--- src/rtl/display_pkg.sv ---
// Shared seven-segment constants for the multiplexed display driver.
// Patterns are active-high, bit order {p,G,F,E,D,C,B,A}.
package display_pkg;

  localparam int SEG_A = 0;
  localparam int SEG_B = 1;
  localparam int SEG_C = 2;
  localparam int SEG_D = 3;
  localparam int SEG_E = 4;
  localparam int SEG_F = 5;
  localparam int SEG_G = 6;
  localparam int SEG_P = 7;

  localparam logic [7:0] DISP_OFF = 8'h00;

  // Hex glyphs 0-F in gfedcba form; b and d are lower-case to stay distinct from 8 and 0.
  localparam logic [6:0] HEX_SEG [16] = '{
    7'h3F, 7'h06, 7'h5B, 7'h4F, 7'h66, 7'h6D, 7'h7D, 7'h07,
    7'h7F, 7'h6F, 7'h77, 7'h7C, 7'h39, 7'h5E, 7'h79, 7'h71
  };

endpackage

--- src/rtl/seg_hex_decode.sv ---
// Combinational hex nibble plus decimal point to active-high segment pattern.
module seg_hex_decode
  import display_pkg::*;
(
  input  logic [3:0] nibble,
  input  logic       dp,
  output logic [7:0] pattern
);

  always_comb begin
    pattern              = DISP_OFF;
    pattern[SEG_G:SEG_A] = HEX_SEG[nibble];
    pattern[SEG_P]       = dp;
  end

endmodule

--- src/rtl/display_mux.sv ---
// Time-multiplexed seven-segment scanner with guard interval, PWM dimming
// and frame-synchronous loading of the displayed value.
module display_mux
  import display_pkg::*;
#(
  parameter int NUM_DIGITS         = 4,
  parameter int SLOT_CYCLES        = 100000,
  parameter int GUARD_CYCLES       = 1000,
  parameter int BRIGHT_W           = 4,
  parameter int ANODE_ACTIVE_LOW   = 1,
  parameter int CATHODE_ACTIVE_LOW = 1
) (
  input  logic                    clk,
  input  logic                    reset,
  input  logic                    load,
  input  logic [4*NUM_DIGITS-1:0] digits,
  input  logic [NUM_DIGITS-1:0]   dp,
  input  logic [NUM_DIGITS-1:0]   blank,
  input  logic [BRIGHT_W-1:0]     brightness,
  output logic [NUM_DIGITS-1:0]   anode,
  output logic [7:0]              cathode,
  output logic                    frame_start
);

  localparam int SLOT_W = (SLOT_CYCLES > 1) ? $clog2(SLOT_CYCLES) : 1;
  localparam int DIG_W  = (NUM_DIGITS > 1) ? $clog2(NUM_DIGITS) : 1;

  localparam logic [NUM_DIGITS-1:0] ANODE_OFF =
    (ANODE_ACTIVE_LOW != 0) ? {NUM_DIGITS{1'b1}} : {NUM_DIGITS{1'b0}};
  localparam logic [7:0] CATHODE_OFF =
    (CATHODE_ACTIVE_LOW != 0) ? ~DISP_OFF : DISP_OFF;

  logic [SLOT_W-1:0]       slot_cnt;
  logic [DIG_W-1:0]        digit_idx;
  logic [BRIGHT_W-1:0]     pwm_cnt;

  logic [4*NUM_DIGITS-1:0] pend_digits, act_digits;
  logic [NUM_DIGITS-1:0]   pend_dp, act_dp;
  logic [NUM_DIGITS-1:0]   pend_blank, act_blank;

  logic                    slot_last;
  logic                    frame_end;
  logic [3:0]              cur_nibble;
  logic                    cur_dp;
  logic                    cur_blank;
  logic [NUM_DIGITS-1:0]   onehot;
  logic                    on_pwm;
  logic                    drive;
  logic [7:0]              pattern;
  logic [NUM_DIGITS-1:0]   anode_hi;
  logic [7:0]              cathode_hi;

  assign slot_last = (slot_cnt == SLOT_W'(SLOT_CYCLES - 1));
  assign frame_end = slot_last && (digit_idx == DIG_W'(NUM_DIGITS - 1));

  always_comb begin
    cur_nibble = 4'h0;
    cur_dp     = 1'b0;
    cur_blank  = 1'b1;
    onehot     = '0;
    for (int i = 0; i < NUM_DIGITS; i++) begin
      if (digit_idx == DIG_W'(i)) begin
        cur_nibble = act_digits[4*i +: 4];
        cur_dp     = act_dp[i];
        cur_blank  = act_blank[i];
        onehot[i]  = 1'b1;
      end
    end
  end

  seg_hex_decode u_decode (
    .nibble  (cur_nibble),
    .dp      (cur_dp),
    .pattern (pattern)
  );

  // Dark during the guard window so segments settle before the next anode turns on.
  assign on_pwm     = (&brightness) || (pwm_cnt < brightness);
  assign drive      = (slot_cnt >= SLOT_W'(GUARD_CYCLES)) && on_pwm && !cur_blank;
  assign anode_hi   = drive ? onehot : '0;
  assign cathode_hi = drive ? pattern : DISP_OFF;

  always_ff @(posedge clk) begin
    if (reset) begin
      slot_cnt    <= '0;
      digit_idx   <= '0;
      pwm_cnt     <= '0;
      pend_digits <= '0;
      pend_dp     <= '0;
      pend_blank  <= '1;
      act_digits  <= '0;
      act_dp      <= '0;
      act_blank   <= '1;
      anode       <= ANODE_OFF;
      cathode     <= CATHODE_OFF;
      frame_start <= 1'b0;
    end else begin
      pwm_cnt <= pwm_cnt + 1'b1;

      if (slot_last) begin
        slot_cnt  <= '0;
        digit_idx <= (digit_idx == DIG_W'(NUM_DIGITS - 1)) ? '0 : digit_idx + 1'b1;
      end else begin
        slot_cnt <= slot_cnt + 1'b1;
      end

      if (load) begin
        pend_digits <= digits;
        pend_dp     <= dp;
        pend_blank  <= blank;
      end

      // A load landing on the boundary itself must not be lost for a whole frame.
      if (frame_end) begin
        act_digits <= load ? digits : pend_digits;
        act_dp     <= load ? dp     : pend_dp;
        act_blank  <= load ? blank  : pend_blank;
      end

      frame_start <= frame_end;
      anode       <= (ANODE_ACTIVE_LOW != 0)   ? ~anode_hi   : anode_hi;
      cathode     <= (CATHODE_ACTIVE_LOW != 0) ? ~cathode_hi : cathode_hi;
    end
  end

endmodule

--- config.mk ---
export PLATFORM = sky130hd
export DESIGN_NAME = display_mux
export DESIGN_NICKNAME = d
export VERILOG_FILES = /design/src/rtl/display_pkg.sv /design/src/rtl/seg_hex_decode.sv /design/src/rtl/display_mux.sv
export SDC_FILE = /design/constraint.sdc
export NUM_CORES = 1
export LEC_CHECK = 0
export CAP_MARGIN = 20
export CORE_MARGIN = 8
export CORE_UTILIZATION = 28
export DETAILED_ROUTE_END_ITERATION = 10
export PLACE_DENSITY = 0.5
export SYNTH_ARGS = -nofsm -noshare
export SYNTH_HDL_FRONTEND = slang
export SYNTH_HIERARCHICAL = 1
export SYNTH_SLANG_ARGS = --single-unit
--- constraint.sdc ---
create_clock -name clk -period 2.49 [get_ports clk]
set_input_delay 0.747 -clock clk [delete_from_list [all_inputs] [get_ports clk]]
set_output_delay 0.747 -clock clk [all_outputs]
set_load 0.01 [all_outputs]
==> results.md <==
Power and ir drop:
- The internal power contribution is 2.34 mW.
- The analysis attributes to net switching a power of 0.618 mW.
- The static power due to leakage is just under 2 nW.
- The ratio of total power to cell area is slightly above 600 nW/um^2.
- The combinational group share of total power is 0.052.
- Of the total power, the share spent switching nets is 0.209.
- The maximum vdd drop is 0.276 mV.
- Summing internal, switching and leakage power gives 2.96 mW.
- Of the total power, the clock network draws 0.479.
- The share of total power dissipated in sequential elements is 0.469.

Clock tree:
- The post-cts hold buffer count is 0.
- The clock tree synthesis step divided the H-tree into 3 levels.
- In this run, CTS created clock tree buffers numbering 9.
- TritonCTS built the clock tree.
- The maximum count of clock buffers along a single path is 2.
- The clock slew seen by the registers of the worst setup and hold paths is 0.06 ns.
- The buffer type at the clock tree root is sky130_fd_sc_hd__clkbuf_16.
- For this design, the sink count on the clock tree is 84.
- At the later pin of the worst-skew pair, clock insertion delay measures 0.34 ns.

Logic synthesis:
- The count of flip-flops with a built-in enable after synthesis is 0.
- The predominant post-synthesis flop cell is sky130_fd_sc_hd__dfxtp_1.
- Ranked by instance count, the synthesized netlist is headed by sky130_fd_sc_hd__dfxtp_1 (84), sky130_fd_sc_hd__nor2_1 (44), sky130_fd_sc_hd__nor2b_1 (27).
- The number of standard cells after synthesis is a little under 400.
- The synthesized area divided by synthesized cell count is 9.91 sq um.
- The number of distinct library cell variants in the gate-level netlist after synthesis is 43.
- The number of nets produced by synthesis is 437.
- The biggest area consumer among synthesized cells is sky130_fd_sc_hd__dfxtp_1.
- The most frequent cell after synthesis is sky130_fd_sc_hd__dfxtp_1.
- The sequential cell area fraction in the yosys report is 0.436.
- Of the post-synthesis cell area, the dominant cell type holds 0.436.
- In the synthesized netlist the async set-or-reset flop fraction comes to 0.
- By area the synthesized netlist is led by sky130_fd_sc_hd__dfxtp_1 (44%), sky130_fd_sc_hd__mux2_4 (7.4%), sky130_fd_sc_hd__mux2i_1 (6.5%), sky130_fd_sc_hd__ha_1 (5.5%), sky130_fd_sc_hd__nor2b_1 (4.4%).
- The Yosys step of the flow raised 6 warnings.
- Summing every instance area after synthesis gives 3850 sq um.
- The flip-flop and latch count after synthesis is 84.

Timing:
- Setup repair after global routing left no endpoint under its margin.
- Of the available clock period, the critical path in the final layout requires 0.925.
- The worst clock skew is 0.00714 ns.
- The count of final hold-check violations is 0.
- The maximum operating frequency is 434 MHz.
- The smallest clock period supported by the final layout is computed as ~2.3 ns.
- The slew at the pin closest to its max-slew limit is approximately 0.46 ns.
- The number of slew-limit violations in the final report came to 0.
- The total of endpoints with negative setup slack in the final report is 0.
- Setup total negative slack on the finished layout was measured at 0 ns.
- Headroom to the max-slew limit came out at 0.693.
- Hold timing on the final database bottoms out at a slack of 0.465 ns.

Place:
- The post-DP HPWL is 5580 microns.
- At the end of routability-driven placement, the weighted congestion stood at 0.750.
- The number of placed instances with taps included is 604.
- During placement, the flow inserted port buffers numbering 43.

Outcome:
- The run finished with clean final reports.

Routing:
- The post-detailed-route via-to-cell ratio is 4.38.
- Once detail routing completed, the nets flagged for antenna violations numbered 0.
- For this block, the via count after detailed routing is 2732.
- The total wire length is between 7000 and 8000 microns.
- Dividing the detail-routed wire length by the instance count gives 12.7 microns.
- The number of iterations in the first detailed-routing pass is 4.
- The DRC violation count after routing is 0.
- The first routing iteration left 151 violations.

Floorplan:
- The die boundary height is roughly 130 microns.
- The die outline area is approximately 18000 sq um.
- The number of I/O pins is 44.
- The initial cell density of the core is 0.282.
- In this run the core area contains between 40 and 50 standard-cell rows.
- The die outline width is approximately 130 microns.
- The core region is 13700 sq um.

Run:
- The tool flagged a number of max-cap violations equal to 0.

Setup path:
- The minimum setup slack among reg-to-reg paths is roughly 0.19 ns.
- The largest fanout of any net on the critical path is 6.
- Together, buffers and inverters on the worst path number 3.
- The cell type of the slowest stage on the worst timing path is sky130_fd_sc_hd__mux4_1.
- The critical path in this run is classified as reg2reg.
- For the worst flop-to-flop path, the logic depth is 11.
- The kind of end point of the critical path is a flop.
- For this run, the slowest stage of the critical path takes 0.49 ns.
- The kind of cell adding the most delay to the critical path is multiplexers.
- The critical path arrival is 2.58 ns.
- The reg-to-reg critical path endpoint is cathode[3].
- The required time at the worst-slack endpoint is 2.77 ns.
- Walking the worst path, the cells encountered are inv_1 > ha_1 > nand3b_1 > a21oi_1 > a21oi_1 > o21ai_1 > buf_4 > ha_2 > inv_1 > mux4_1 > nand3_1.
- The reg-to-reg critical path startpoint is digit_idx[1].
- STA classifies the critical path startpoint as a flop.

Finish:
- The count of cells in the finished layout, fillers not included, comes to approximately 620.
- Of the cells placed in the final design, the portion with a size suffix greater than 1 is 0.158.
- After filler insertion, the fill cell instance count of the layout stands at 1403.
- The layout net count is 487.
- The diode insertion count for antenna repair is 0.
- Relative to the synthesized area, the layout overhead comes to 26.3%.

GRT:
- The total routing resource utilization after global routing is 0.0912.
- The via count of the first global-routing pass was 2768.
- The number of antenna violations at the first check in global routing is 0.
- The total grt overflow is 0.
- The first-pass GRT wire length is 13200 microns.
- The largest net degree at the start of global routing is 41.

Min path:
- The startpoint identified for the worst hold timing path is pwm_cnt[0].
- Along the worst hold path, the cell count comes to 1.
- The path with the worst hold slack has its endpoint at pwm_cnt[0].
- The path category of the worst min-delay check is reg2reg.
[logic make-up (layout without fill, tap and decap cells)]
kind of cell,count (synthesis),after routing,synth area share
AND/OR/NAND/NOR,146,146,0.199
AO/OA/AOI/OAI,36,36,0.0571
buffers and inverters,39,94,0.0519
multiplexers,52,52,0.166
XOR/XNOR,15,15,0.0341
adder cells (fa/ha/maj),17,17,0.0552
flip-flops,84,84,0.436
[worst reg2reg max path, cell delays in order, from the launching register on]
cell                       delay [ns]
sky130_fd_sc_hd__dfxtp_1         0.37
sky130_fd_sc_hd__inv_1           0.08
sky130_fd_sc_hd__ha_1            0.23
sky130_fd_sc_hd__nand3b_1        0.17
sky130_fd_sc_hd__a21oi_1         0.15
sky130_fd_sc_hd__a21oi_1         0.06
sky130_fd_sc_hd__o21ai_1         0.19
sky130_fd_sc_hd__buf_4           0.16
sky130_fd_sc_hd__ha_2            0.22
sky130_fd_sc_hd__inv_1           0.05
sky130_fd_sc_hd__mux4_1          0.49
sky130_fd_sc_hd__nand3_1         0.08
[worst max path at each step]
stage / cells after the start / startpoint / end / slack, ns
after global routing: 11 / digit_idx[1] / cathode[5] / 0.02
after global placement: 8 / brightness[1] / anode[2] / 0.12
final: 11 / digit_idx[1] / cathode[3] / 0.19
after CTS: 10 / digit_idx[1] / cathode[3] / 0.06
after floorplan: 11 / digit_idx[1] / cathode[3] / 0.07
after detailed placement: 8 / brightness[1] / anode[2] / 0.08
[flip-flops by register name (all words and copies together) (netlist names)]
signal / count
slot_cnt: 17
act_digits: 16
pend_digits: 16
cathode: 8
act_blank: 4
act_dp: 4
anode: 4
pend_blank: 4
pend_dp: 4
pwm_cnt: 4
digit_idx: 2
frame_start: 1
[per-stage QoR]
stage	util	setup WS, ns	area [sq um]
floorplan	-	0.0747	3850
global placement	0.330	0.118	4510
detailed placement	0.330	0.0796	4510
CTS	0.352	0.0611	4820
global route	0.356	0.0161	4870
finish	0.356	0.188	4870
[power by group through the flow]
| stage | clock network (mW) | logic, mW | registers (mW) |
|---|---|---|---|
| after floorplan | 0 | 0.0859 | 1.42 |
| after global placement | 0 | 0.154 | 1.42 |
| after detailed placement | 0 | 0.157 | 1.42 |
| after CTS | 1.45 | 0.158 | 1.39 |
| after global routing | 1.51 | 0.172 | 1.39 |
| final | 1.42 | 0.154 | 1.39 |
[metal layers]
metal	vias up	global-route usage	routed length (microns)	part of all wire
met4	0	0.0449	133	0.017
met5	-	0	0	0
li1	1429	-	-	-
met2	30	0.146	3670	0.46
met3	8	0.0301	311	0.039
met1	1265	0.107	3800	0.48
[cell usage in the layout, fill, tap and decap left out, types with 9 or more instances in the layout]
| cell | synthesis | final |
|---|---|---|
| sky130_fd_sc_hd__clkbuf_16 | 0 | 9 |
| sky130_fd_sc_hd__ha_1 | 17 | 15 |
| sky130_fd_sc_hd__nand2_1 | 15 | 15 |
| sky130_fd_sc_hd__clkdlybuf4s50_1 | 0 | 42 |
| sky130_fd_sc_hd__a21oi_1 | 15 | 15 |
| sky130_fd_sc_hd__dfxtp_1 | 84 | 84 |
| sky130_fd_sc_hd__nand3_1 | 20 | 20 |
| sky130_fd_sc_hd__inv_1 | 15 | 15 |
| sky130_fd_sc_hd__mux2_4 | 19 | 19 |
| sky130_fd_sc_hd__nor2b_1 | 27 | 27 |
| sky130_fd_sc_hd__buf_4 | 2 | 16 |
| sky130_fd_sc_hd__nor2_1 | 44 | 44 |
| sky130_fd_sc_hd__mux2i_1 | 25 | 25 |
[cell type report]
type                    instances  area, sq um  share of cell area
inverters                      15         56.3              0.0116
repair buffers                 63          608               0.125
multi-input cells             266         1980               0.408
clock inverters                 4         73.8              0.0152
clock buffers                  12          236              0.0486
flip-flops and latches         84         1680               0.346
well taps                     180          225              0.0463
[timing repair]
item | in CTS | in global routing
buffers inserted | 0 | 3
endpoints found under the setup margin | 0 | 3
resized for setup | 0 | 6
(Power assumes the default switching activity.)
